File: config.mk
export PLATFORM = sky130hd
export DESIGN_NAME = neo_bitwd0_writer
export DESIGN_NICKNAME = d
export VERILOG_FILES = /design/src/rtl/neo_bitwd0_pkg.sv /design/src/rtl/neo_req_fifo.sv /design/src/rtl/neo_bitwd0_writer.sv
export SDC_FILE = /design/constraint.sdc
export NUM_CORES = 1
export LEC_CHECK = 0
export CAP_MARGIN = 20
export CORE_MARGIN = 4
export CORE_UTILIZATION = 45
export CTS_CLUSTER_SIZE = 14
export DETAILED_ROUTE_END_ITERATION = 8
export GPL_TIMING_DRIVEN = 0
export PLACE_DENSITY = 0.66
export RECOVER_POWER = 100
export SYNTH_ARGS = -nofsm -noshare
export SYNTH_HDL_FRONTEND = slang
export SYNTH_SLANG_ARGS = --single-unit
File: constraint.sdc
create_clock -name CLK_24M -period 3 [get_ports CLK_24M]
set_input_delay 0.75 -clock CLK_24M [delete_from_list [all_inputs] [get_ports CLK_24M]]
set_output_delay 0.75 -clock CLK_24M [all_outputs]
set_load 0.02 [all_outputs]
File: src/rtl/neo_bitwd0_pkg.sv
// Shared types for the BITWD0 writer: FSM states, register-select codes and
// the queued request record.
package neo_bitwd0_pkg;

  typedef enum logic [1:0] {
    ST_IDLE   = 2'd0,
    ST_SETUP  = 2'd1,
    ST_STROBE = 2'd2,
    ST_HOLD   = 2'd3
  } bw_state_t;

  localparam logic SEL_BNK = 1'b1;
  localparam logic SEL_OUT = 1'b0;

  localparam int unsigned REQ_W = 7;

  typedef struct packed {
    logic       sel;
    logic [5:0] data;
  } bw_req_t;

  // Bank writes only carry three bits; the upper data lines are driven low.
  function automatic logic [5:0] bus_data(input bw_req_t r);
    return (r.sel == SEL_BNK) ? {3'b000, r.data[2:0]} : r.data;
  endfunction

endpackage

File: src/rtl/neo_req_fifo.sv
// Synchronous request FIFO; push is ignored while full, pop while empty,
// and a simultaneous push/pop leaves the occupancy unchanged.
module neo_req_fifo #(
  parameter int unsigned DEPTH = 4,
  parameter int unsigned W     = 7
) (
  input  logic         clk_i,
  input  logic         rst_i,
  input  logic         push_i,
  input  logic [W-1:0] wdata_i,
  input  logic         pop_i,
  output logic [W-1:0] rdata_o,
  output logic         full_o,
  output logic         empty_o
);

  localparam int unsigned AW = $clog2(DEPTH);
  localparam logic [AW-1:0] PTR_ONE  = 1;
  localparam logic [AW:0]   CNT_ONE  = 1;
  localparam logic [AW:0]   CNT_FULL = (AW+1)'(DEPTH);

  logic [W-1:0]  mem_q [DEPTH];
  logic [AW-1:0] wr_ptr_q, rd_ptr_q;
  logic [AW:0]   cnt_q;
  logic          do_push, do_pop;

  assign full_o  = (cnt_q == CNT_FULL);
  assign empty_o = (cnt_q == '0);
  assign do_push = push_i && !full_o;
  assign do_pop  = pop_i && !empty_o;
  assign rdata_o = mem_q[rd_ptr_q];

  always_ff @(posedge clk_i) begin
    if (do_push) mem_q[wr_ptr_q] <= wdata_i;
  end

  always_ff @(posedge clk_i or posedge rst_i) begin
    if (rst_i) begin
      wr_ptr_q <= '0;
      rd_ptr_q <= '0;
      cnt_q    <= '0;
    end else begin
      if (do_push) wr_ptr_q <= wr_ptr_q + PTR_ONE;
      if (do_pop)  rd_ptr_q <= rd_ptr_q + PTR_ONE;
      case ({do_push, do_pop})
        2'b10:   cnt_q <= cnt_q + CNT_ONE;
        2'b01:   cnt_q <= cnt_q - CNT_ONE;
        default: cnt_q <= cnt_q;
      endcase
    end
  end

endmodule

File: src/rtl/neo_bitwd0_writer.sv
// BITWD0 bus initiator: queues register writes and plays each as
// setup / active-low strobe / hold, keeping shadows of the latched values.
module neo_bitwd0_writer
  import neo_bitwd0_pkg::*;
#(
  parameter int unsigned SETUP_CYC  = 2,
  parameter int unsigned STROBE_CYC = 4,
  parameter int unsigned HOLD_CYC   = 2,
  parameter int unsigned FIFO_DEPTH = 4
) (
  input  logic       CLK_24M,
  input  logic       RESET,
  input  logic       REQ_VALID,
  output logic       REQ_READY,
  input  logic       REQ_SEL,
  input  logic [5:0] REQ_DATA,
  output logic       M68K_ADDR_A4,
  output logic [5:0] M68K_DATA,
  output logic       nBITWD0,
  output logic       DATA_OE,
  output logic       BUSY,
  output logic [2:0] SHADOW_BNK,
  output logic [5:0] SHADOW_OUT
);

  localparam logic [3:0] SETUP_LD  = 4'(SETUP_CYC - 1);
  localparam logic [3:0] STROBE_LD = 4'(STROBE_CYC - 1);
  localparam logic [3:0] HOLD_LD   = 4'(HOLD_CYC - 1);

  bw_state_t        state_q;
  logic [3:0]       cnt_q;
  logic             a4_q, nbit_q, oe_q;
  logic [5:0]       data_q, out_q;
  logic [2:0]       bnk_q;
  logic             fifo_full, fifo_empty, fifo_push, fifo_pop, cnt_done;
  logic [REQ_W-1:0] fifo_rdata;
  bw_req_t          head;

  assign head      = bw_req_t'(fifo_rdata);
  assign fifo_push = REQ_VALID && !fifo_full;
  assign cnt_done  = (cnt_q == '0);
  // Pop exactly on the edges where the FSM loads the head into the bus registers.
  assign fifo_pop  = !fifo_empty &&
                     ((state_q == ST_IDLE) || (state_q == ST_HOLD && cnt_done));

  neo_req_fifo #(
    .DEPTH (FIFO_DEPTH),
    .W     (REQ_W)
  ) u_fifo (
    .clk_i   (CLK_24M),
    .rst_i   (RESET),
    .push_i  (fifo_push),
    .wdata_i ({REQ_SEL, REQ_DATA}),
    .pop_i   (fifo_pop),
    .rdata_o (fifo_rdata),
    .full_o  (fifo_full),
    .empty_o (fifo_empty)
  );

  always_ff @(posedge CLK_24M or posedge RESET) begin
    if (RESET) begin
      state_q <= ST_IDLE;
      cnt_q   <= '0;
      a4_q    <= 1'b0;
      data_q  <= '0;
      nbit_q  <= 1'b1;
      oe_q    <= 1'b0;
      bnk_q   <= '0;
      out_q   <= '0;
    end else begin
      case (state_q)
        ST_IDLE: begin
          if (!fifo_empty) begin
            a4_q    <= head.sel;
            data_q  <= bus_data(head);
            oe_q    <= 1'b1;
            cnt_q   <= SETUP_LD;
            state_q <= ST_SETUP;
          end
        end
        ST_SETUP: begin
          if (cnt_done) begin
            nbit_q  <= 1'b0;
            cnt_q   <= STROBE_LD;
            state_q <= ST_STROBE;
            if (a4_q == SEL_BNK) bnk_q <= data_q[2:0];
            else                 out_q <= data_q;
          end else begin
            cnt_q <= cnt_q - 4'd1;
          end
        end
        ST_STROBE: begin
          if (cnt_done) begin
            nbit_q  <= 1'b1;
            cnt_q   <= HOLD_LD;
            state_q <= ST_HOLD;
          end else begin
            cnt_q <= cnt_q - 4'd1;
          end
        end
        ST_HOLD: begin
          if (cnt_done) begin
            if (!fifo_empty) begin
              a4_q    <= head.sel;
              data_q  <= bus_data(head);
              cnt_q   <= SETUP_LD;
              state_q <= ST_SETUP;
            end else begin
              oe_q    <= 1'b0;
              state_q <= ST_IDLE;
            end
          end else begin
            cnt_q <= cnt_q - 4'd1;
          end
        end
        default: state_q <= ST_IDLE;
      endcase
    end
  end

  assign REQ_READY    = !fifo_full;
  assign BUSY         = (state_q != ST_IDLE) || !fifo_empty;
  assign M68K_ADDR_A4 = a4_q;
  assign M68K_DATA    = data_q;
  assign nBITWD0      = nbit_q;
  assign DATA_OE      = oe_q;
  assign SHADOW_BNK   = bnk_q;
  assign SHADOW_OUT   = out_q;

endmodule

---- Word level (Yosys, flattened, before mapping) ----
Memories as Yosys holds them, arrays and structs flattened.
Index checks and enable logic that the tools add are counted.
word-level totals
  memory bits (read-only) ................. 0
  input port bits ......................... 10
  memories ................................ 1
  latch bits .............................. 0
  register bits after elaboration ......... 31
  word-level logic and storage cells ...... 79
  memory bits (writable) .................. 28
  output and inout port bits .............. 20
memories
  name          depth  bits a word  rd ports  clocked after Yosys merged registers in  wr ports  RTL line            text
  u_fifo.mem_q  4      7            1         0                                        1         neo_req_fifo.sv:22  logic [W-1:0] mem_q [DEPTH];
operators by class
  add/subtract/negate cells ............... 5
  reduce and logical (&&, ||, !) cells .... 22
  bitwise gates (word level) .............. 1
  multipliers ............................. 0
  equal/unequal tests ..................... 11
  multiplexer cells ....................... 28
  div/mod/pow operators ................... 0
  shifts and indexed selects .............. 0
  magnitude comparators ................... 0
operators by type and width
  operator                                              number
  two-way mux 6 bit                                     3
  two-way mux 4 bit                                     4
  one-hot mux 4 bit (4 select lines)                    1
  one-hot mux 6 bit (2 select lines)                    1
  two-way mux 1 bit                                     10
  inequality test 2 bit (second input constant)         5
  AND reduction 3 bit                                   3
  two-way mux 2 bit                                     4
  one-hot mux 2 bit (4 select lines)                    1
  AND reduction 4 bit                                   2
  nonzero test 2 bit                                    4
  equality test 2 bit (second input constant)           3
  one-hot mux 1 bit (2 select lines)                    3
  one-hot mux 3 bit (2 select lines)                    1
  logical AND 1 bit                                     5
  adder 2 x 1 -> 2 bit (second input constant)          2
  equality test 2 x 1 -> 1 bit (second input constant)  2
  logical NOT 4 bit                                     1
  subtractor 4 x 1 -> 4 bit (second input constant)     1
  adder 3 x 1 -> 3 bit (second input constant)          1
  equality test 3 bit (second input constant)           1
  logical NOT 3 bit                                     1
  subtractor 3 x 1 -> 3 bit (second input constant)     1
  logical NOT 1 bit                                     2
  4 further kinds                                       5

---- Depth between registers and ports, before layout ----
  word-level depth ........................ 7
  depth in mapped cells ................... 10
  gate-level depth less buffers ........... 10

---- Cells and area by module ----
A second synthesis with hierarchy kept.
unflattened totals
  cell total of the unflattened synthesis .. 176
  area, all modules ....................... 2691.3 um^2
by module, submodules not included
  module             sequential area each (um^2)  area each (um^2)  times used  cells an instance
  neo_req_fifo       1016.0                       1453.9            1           75
  neo_bitwd0_writer  601.8                        1237.4            1           101

---- Least setup slack after synthesis ----
No wires, ideal clock.
  path type ............................... flip-flop to flip-flop
  start ................................... register cnt_q[0]
  end ..................................... register u_fifo.cnt_q[1]
  path buffers ............................ 0
  arrival ................................. 2.027 ns
  setup time .............................. 0.125 ns
  path slack .............................. 0.849 ns
  period minus slack after synthesis ...... 2.151 ns
  required time ........................... 2.875 ns
  stages on the path, launching flop included .. 9
  path through ............................ dfrtp_1 inv_1 ha_1 nor3b_4 a21oi_1 nor2_1 ha_1 fa_1 mux2_2
on the way
  cells in the longest elaborated chain, start to end .. 7
  elaborated cells between the ends (all ways) .. 9
  classes of those cells .................. eq/ne (2); mux (1); reduce/logical (6)
RTL lines
  item                                                                             RTL line                  text
  from (decl)                                                                      neo_bitwd0_writer.sv:31   logic [3:0] cnt_q;
  from (signal assigned)                                                           neo_bitwd0_writer.sv:89   cnt_q <= cnt_q - 4'd1;
  from (signal assigned)                                                           neo_bitwd0_writer.sv:98   cnt_q <= cnt_q - 4'd1;
  from (signal assigned)                                                           neo_bitwd0_writer.sv:113  cnt_q <= cnt_q - 4'd1;
  logical NOT 4 bit (*)                                                            neo_bitwd0_writer.sv:41   assign cnt_done = (cnt_q == '0);
  logical AND 1 bit (*)                                                            neo_bitwd0_writer.sv:44   ((state_q == ST_IDLE) || (state_q == ST_HOLD && cnt_done));
  logical OR 1 bit (*)                                                             neo_bitwd0_writer.sv:44
  logical AND 1 bit (*)                                                            neo_bitwd0_writer.sv:43   assign fifo_pop = !fifo_empty &&
  logical AND 1 bit (*)                                                            neo_req_fifo.sv:30        assign do_pop = pop_i && !empty_o;
  net u_fifo.do_pop                                                                neo_req_fifo.sv:25        logic do_push, do_pop;
  equality test 2 x 1 -> 1 bit / equality test 2 bit (equally long branches)       neo_req_fifo.sv:45        case ({do_push, do_pop})
  one-hot mux 3 bit (2 select lines) / nonzero test 2 bit (equally long branches)  n/a
  to (signal assigned)                                                             neo_req_fifo.sv:46        2'b10: cnt_q <= cnt_q + CNT_ONE;
  to (signal assigned)                                                             neo_req_fifo.sv:47        2'b01: cnt_q <= cnt_q - CNT_ONE;
  to (signal assigned)                                                             neo_req_fifo.sv:48        default: cnt_q <= cnt_q;
  to (decl)                                                                        neo_req_fifo.sv:24        logic [AW:0] cnt_q;
Mark *: on every way through the listed nets, which the timed path passes. The rest lies on a longest branch.
A chain may end at the register's enable or synchronous reset.

---- Worst setup path after layout ----
  start ................................... register u_fifo.cnt_q[0]
  end ..................................... output port BUSY
on the way
  cells in the longest elaborated chain, start to end .. 3
RTL lines
  item               RTL line                  text
  logical NOT 3 bit  neo_req_fifo.sv:28        assign empty_o = (cnt_q == '0);
  logical NOT 1 bit  neo_bitwd0_writer.sv:122  assign BUSY = (state_q != ST_IDLE) || !fifo_empty;
  logical OR 1 bit   neo_bitwd0_writer.sv:122
  to (decl)          neo_bitwd0_writer.sv:21   output logic BUSY,
Every way passes these cells.

==> impl_results.md <==
* Fraction of layout cells with a size suffix above 1 at 0.192
* Crit Path Class: flip-flop to primary output
* Worst skew pair latency at 0.34 ns
* CP arrival at 1.94 ns
* Power, Total at 3.65 mW
* DR vias at 1494
* First-pass GRT wire length at 7.31 mm
* Critical path launch point type: flip-flop
* Number of global-route vias before repair at 1478
* # IOs at 30
* Htree depth at 3
* Combinational fraction of design power at 0.418
* Post-route ant nets at 0
* Skew final at 0.00976 ns
* CTS tree: done
* Mapped Cells at 167
* DRC violations left at 0
* Syn Nets at 189
* Final wirelength at 4.43 mm
* Worst reg2reg path depth at 8
* Routed vias/inst at 5.24
* Setup violations, final at 0
* Hold buffers post-CTS at 0
* Clock transition at path regs at 0.07 ns
* Wire length per cell at 15.5 µm
* NumNets Final at 230
* Max rail drop VDD at 0.581 mV
* Seq pwr share at 0.362
* Final worst-path cycle share at 0.895
* Initial Utilization at 0.467
* Die H at 83.6 µm
* Run status: finished clean
* Cell-internal power at 2.35 mW
* Rows at 27
* Post-cts gate resize count at 1
* Fmax at 0.372 GHz
* Root Buffer: clkbuf_8
* Main combinational cell family by area after synthesis: multiplexers
* Tightest Pin Transition at 0.869 ns
* Most numerous cell in the Yosys netlist: dfrtp_1
* Avg Cell Area, Syn at 15.4 µm²
* Cts bufs inserted at 9
* Multiplexer share of the synthesized area at 0.137
* Setup Buffers After CTS at 0
* Critical Path RT at 2.25 ns
* Layout area overhead at 22.9%
* Yosys top cell area share at 0.327
* Critical Path Sink Type: primary output
* Yosys reg bits at 59
* RR Endpoint: u_fifo.cnt_q[1]$_DFFE_PP0P_
* DRT Pass-1 Iters at 4
* Syn Std Cell Area at 2570 µm²
* Clock power share at 0.220
* Worst R2R Setup Slack at 0.57 ns
* Leakage at 1.29 nW
* DP Worst Slack at 0.346 ns
* First-iteration detailed-routing DRC count at 128
* EDFF count, synth at 28
* Synth Flop Type: dfrtp_1
* Final hold vios at 0
* Worst Hold End: SHADOW_BNK[0]$_DFFE_PP0P_
* Slew HR at 0.421
* Largest cells by area after synthesis: edfxtp_1 (33%), dfrtp_1 (29%), mux4_2 (6.1%)
* Critical path peak fanout at 7
* Final GP Congestion at 0.732
* Clock Tree Buf Depth at 2
* Synth cell types at 39
* Simple-gate share of the synthesized area at 0.0725
* Core box area at 5510 µm²
* DIE AREA at 6980 µm²
* GRT Residual Overflow at 0
* Fin crit period at 2.69 ns
* Max-Cap Viols at 0
* Compound-gate portion of the synthesized area at 0.0594
* Max Slew Vio Count at 0
* Port Buffers at 29
* Post-synth ARST share at 0.525
* Initial antenna violation count at 0
* Dpl hpwl at 3.24 mm
* HP Class: flip-flop to flip-flop
* Synth warn at 0
* Gr usage total at 0.136
* Post-Synth Adder-Cell Area at 0.0613
* Worst reg2reg path startpoint: cnt_q[1]$_DFF_PP0_
* Setup TNS at 0 ns
* Die Wd at 83.6 µm
* PD cells at 1150 nW/µm²
* Commonest cells post-synth: dfrtp_1 (30), edfxtp_1 (28), mux2_2 (12)
* RSZ-0062 raised after global routing: false
* CTS Sinks at 59
* Xor/xnor share of the synthesized area at 0.0204
* Top cell type by total area after synthesis: edfxtp_1
* Hold depth at 1
* Register area share after synthesis at 0.630
* Sw Ratio at 0.355
* Worst Hold Launch: SHADOW_BNK[0]$_DFFE_PP0P_
* Final worst setup slack at 0.314 ns
* Switch Pwr at 1.29 mW
* Antenna cells at 0
* Largest net degree at the start of global routing at 18
-- state kept, by name (all words and copies together) (netlist names) --
signal           cells
u_fifo.wr_ptr_q      2
DATA_OE              1
M68K_ADDR_A4         1
SHADOW_OUT           6
state_q              2
u_fifo.rd_ptr_q      2
nBITWD0              1
cnt_q                4
M68K_DATA            6
u_fifo.mem_q        28
u_fifo.cnt_q         3
SHADOW_BNK           3
-- stage by stage --
stage | std cells | hold slack (ns) | cell area [µm²] | util
after global placement | 268 | 0.487 | 2950 | 0.536
after CTS | 285 | 0.511 | 3210 | 0.583
after detailed placement | 269 | 0.496 | 2980 | 0.541
after global routing | 285 | 0.528 | 3160 | 0.574
final | 285 | 0.504 | 3160 | 0.574
after floorplan | 167 | 0.478 | 2570 | -
-- cell usage in the layout, fill, tap and decap left out, drive strengths merged, types with 4 or more instances in the layout --
| master | n |
|---|---|
| and3 | 4 |
| clkbuf | 12 |
| dfrtp | 30 |
| ha | 11 |
| mux4 | 7 |
| inv | 9 |
| dlygate4sd3 | 28 |
| a21oi | 6 |
| nor2 | 8 |
| edfxtp | 28 |
| nand2 | 8 |
| mux2 | 16 |
-- power by group through the flow --
stage / Combinational (mW) / Sequential, mW / Clock (mW)
2_1_floorplan: 1.08 / 1.43 / 0
3_3_place_gp: 1.61 / 1.32 / 0
3_5_place_dp: 1.69 / 1.34 / 0
4_1_cts: 1.70 / 1.33 / 0.817
5_1_grt: 1.67 / 1.36 / 0.869
6_report: 1.53 / 1.32 / 0.801
-- logic make-up after synthesis --
kind of cell,after synthesis
adder cells (fa/ha/maj),12
AND/OR/NAND/NOR,34
buffers and inverters,11
flip-flops,59
XOR/XNOR,6
multiplexers,23
AO/OA/AOI/OAI,22
-- area by class of cell --
type	instances	area [µm²]
fill	458	2350
inverter	8	30.0
tap	72	90.1
clock buffer	9	124
sequential	59	1620
clock inverter	7	101
multi-input combinational	97	890
buffer	3	12.5
timing repair buffer	30	294
-- how the worst max path moves through the flow --
stage | depth (start not counted) | to | start | slack [ns]
after global placement | 8 | u_fifo.cnt_q[2]$_DFFE_PP0P_ | REQ_VALID | 0.44
after global routing | 3 | BUSY | u_fifo.cnt_q[0]$_DFFE_PP0P_ | 0.13
after detailed placement | 8 | u_fifo.cnt_q[2]$_DFFE_PP0P_ | REQ_VALID | 0.35
after CTS | 3 | BUSY | u_fifo.cnt_q[0]$_DFFE_PP0P_ | 0.28
after floorplan | 8 | u_fifo.cnt_q[1]$_DFFE_PP0P_ | cnt_q[0]$_DFF_PP0_ | 0.85
final | 3 | BUSY | u_fifo.cnt_q[0]$_DFFE_PP0P_ | 0.31
-- worst max-delay path, stage by stage, from the launching register on --
cell and delay (ns):
dfrtp_1 0.45, nor3_2 0.46, nand2_1 0.14, clkdlybuf4s50_1 0.56
-- per-layer routing --
metal | part of all wire | wire (µm) | global-route usage | vias to the layer above
li1 | - | - | - | 713
met1 | 0.43 | 1910 | 0.175 | 735
met2 | 0.49 | 2180 | 0.204 | 36
met3 | 0.054 | 241 | 0.0464 | 10
met4 | 0.021 | 91 | 0.0658 | 0
met5 | 0 | 0 | 0 | -
(Power assumes the default switching activity.)
==> RTL change, RTL diff (same flow settings) <==
Reset style: synchronous (`RESET` and `rst_i`), changed in 2 clocked blocks.
--- a/src/rtl/neo_req_fifo.sv
+++ b/src/rtl/neo_req_fifo.sv
@@ -34,7 +34,7 @@
     if (do_push) mem_q[wr_ptr_q] <= wdata_i;
   end
 
-  always_ff @(posedge clk_i or posedge rst_i) begin
+  always_ff @(posedge clk_i) begin
     if (rst_i) begin
       wr_ptr_q <= '0;
       rd_ptr_q <= '0;
--- a/src/rtl/neo_bitwd0_writer.sv
+++ b/src/rtl/neo_bitwd0_writer.sv
@@ -57,7 +57,7 @@
     .empty_o (fifo_empty)
   );
 
-  always_ff @(posedge CLK_24M or posedge RESET) begin
+  always_ff @(posedge CLK_24M) begin
     if (RESET) begin
       state_q <= ST_IDLE;
       cnt_q   <= '0;
Function: differs if RESET is asserted again (counterexample within 4 cycles, from zero or initial values and one cycle with RESET high); with RESET held inactive, the same outputs for 10 cycles.
==> RTL change against the original RTL <==
  * Sequential power down 12%
  * Clock skew about the same
  * Count of clock-buffer cells in the layout unchanged
  * Area after synthesis about the same
  * Maximum frequency down 2.3%
  * Wire length up 5.5%
  * Non-clock buffer count up 3
  * Synthesized cell count up 22%
  * Power down 12%
  * Sequential cell count up 2
  * Combinational power down 20%
  * Design area up 0.16%
  * Setup slack worse by 63 ps
  * Clock power up 5.2%
  * Largest cell class unchanged
==> RTL change: results (changes against the original RTL) <==
{
  "globalRouteTotalUtil": {"value": 0.140, "change": "+0.00468"},
  "synth.lib_cells_used.distinct": {"value": 44, "change": "+13%"},
  "max_rail_drop_vdd": {"value": 0.329, "unit": "mV", "change": "-43%"},
  "post_drt_via_cell_ratio": {"value": 5.26, "change": "+0.27%"},
  "ys_async_sr_fraction": {"value": 0, "change": "-0.525"},
  "dp.cells": {"value": 305, "change": "+13%"},
  "gp_routability_congestion": {"value": 0.804, "change": "+9.8%"},
  "nFillCells": {"value": 501, "change": "+9.4%"},
  "nNetsFinal": {"value": 266, "change": "+16%"},
  "synth.net_count": {"value": 226, "change": "+20%"},
  "met3_usage": {"value": 0.0276, "change": "-0.0188"},
  "drt_pass1_iterations": {"value": 4, "change": "unchanged"},
  "postRouteWirelength": {"value": 4.67, "unit": "mm", "change": "+5.5%"},
  "muxShareOfSynthArea": {"value": 0.0963, "change": "-0.0410"},
  "global_route.usage.met1": {"value": 0.181, "change": "+0.00555"},
  "synth-adder-area-share": {"value": 0.0613, "change": "about the same"},
  "postCtsResizedCells": {"value": 0, "change": "-1"},
  "synth_compound_area_frac": {"value": 0.103, "change": "+0.0432"},
  "use_met2": {"value": 0.220, "change": "+0.0159"},
  "dpl-instance-area": {"value": 0.00295, "unit": "mm2", "change": "-0.84%"},
  "critical_path_peak_fanout": {"value": 6, "change": "-1"},
  "detailroute.wirelength.met3": {"value": 194, "unit": "um", "change": "-20%"},
  "drt-met1-wl": {"value": 2.23, "unit": "mm", "change": "+17%"},
  "grt_pass1_wl": {"value": 7.76, "unit": "mm", "change": "+6.1%"},
  "arr_time_crit_path": {"value": 2000, "unit": "ps", "change": "+60 ps"},
  "status": "finished, final reports clean",
  "total_leakage_power": {"value": 1.19, "unit": "nW", "change": "-7.8%"},
  "synthXorXnorAreaFrac": {"value": 0.0170, "change": "-0.00342"},
  "worst_pin_slew": {"value": 752, "unit": "ps", "change": "-117 ps"},
  "drt_first_iter_violations": {"value": 53, "change": "-59%"},
  "final-instance-count-excl-fill": {"value": 320, "change": "+12%"},
  "fin_worst_skew": {"value": 9.60, "unit": "ps", "change": "-0.159 ps"},
  "maximum_number_of_pins_on_one_net_before_global_route_repair": {"value": 11, "change": "-7"}
}
## RTL change: path summary, 6_finish.rpt
kind,from,endpoint,slack (ps),depth (start not counted)
worst max register to register,cnt_q[0]$_SDFF_PP0_,u_fifo.cnt_q[2]$_SDFFE_PP0P_,580,9
worst max-delay path,u_fifo.cnt_q[0]$_SDFFE_PP0P_,BUSY,250,3
worst min-delay path,SHADOW_OUT[4]$_SDFFE_PP0P_,SHADOW_OUT[4]$_SDFFE_PP0P_,470,2
worst min register to register,SHADOW_OUT[4]$_SDFFE_PP0P_,SHADOW_OUT[4]$_SDFFE_PP0P_,470,2
## RTL change: report_power, final
group	internal (mW)	total [mW]	switching [mW]
registers	1.04	1.16	0.125
clock network	0.540	0.843	0.303
logic	0.536	1.22	0.681
## RTL change: through the flow
stage	hold slack (ps)	util	setup WS [ps]	power [mW]
6_report	471	0.571	250	3.22
5_1_grt	497	0.571	126	3.42
3_3_place_gp	465	0.533	171	2.44
4_1_cts	476	0.574	216	3.31
3_5_place_dp	467	0.533	156	2.47
2_1_floorplan	469	-	781	2.09
## RTL change: cell type report
type	instances	share of cell area
sequential	61	0.474
multi-input combinational	129	0.317
timing repair buffer	29	0.0917
clock buffer	9	0.0391
clock inverter	6	0.0324
tap	72	0.0285
buffer	7	0.00830
inverter	7	0.00830
## RTL change: cell families (layout without fill, tap and decap cells)
logic type / count (synthesis) / count (layout)
AOI/OAI and AO/OA: 40 / 40
xor gates and xnor gates: 5 / 5
adders and majority gates: 12 / 12
buffers and inverters: 14 / 58
DFF: 61 / 61
muxes: 16 / 16
and+or+nand+nor: 56 / 56
## RTL change: worst max-delay path, cell delays in order (launching register included)
cell	delay, ps
dfxtp_1	370
nor3_1	470
nand2_1	150
dlygate4sd3_1	680
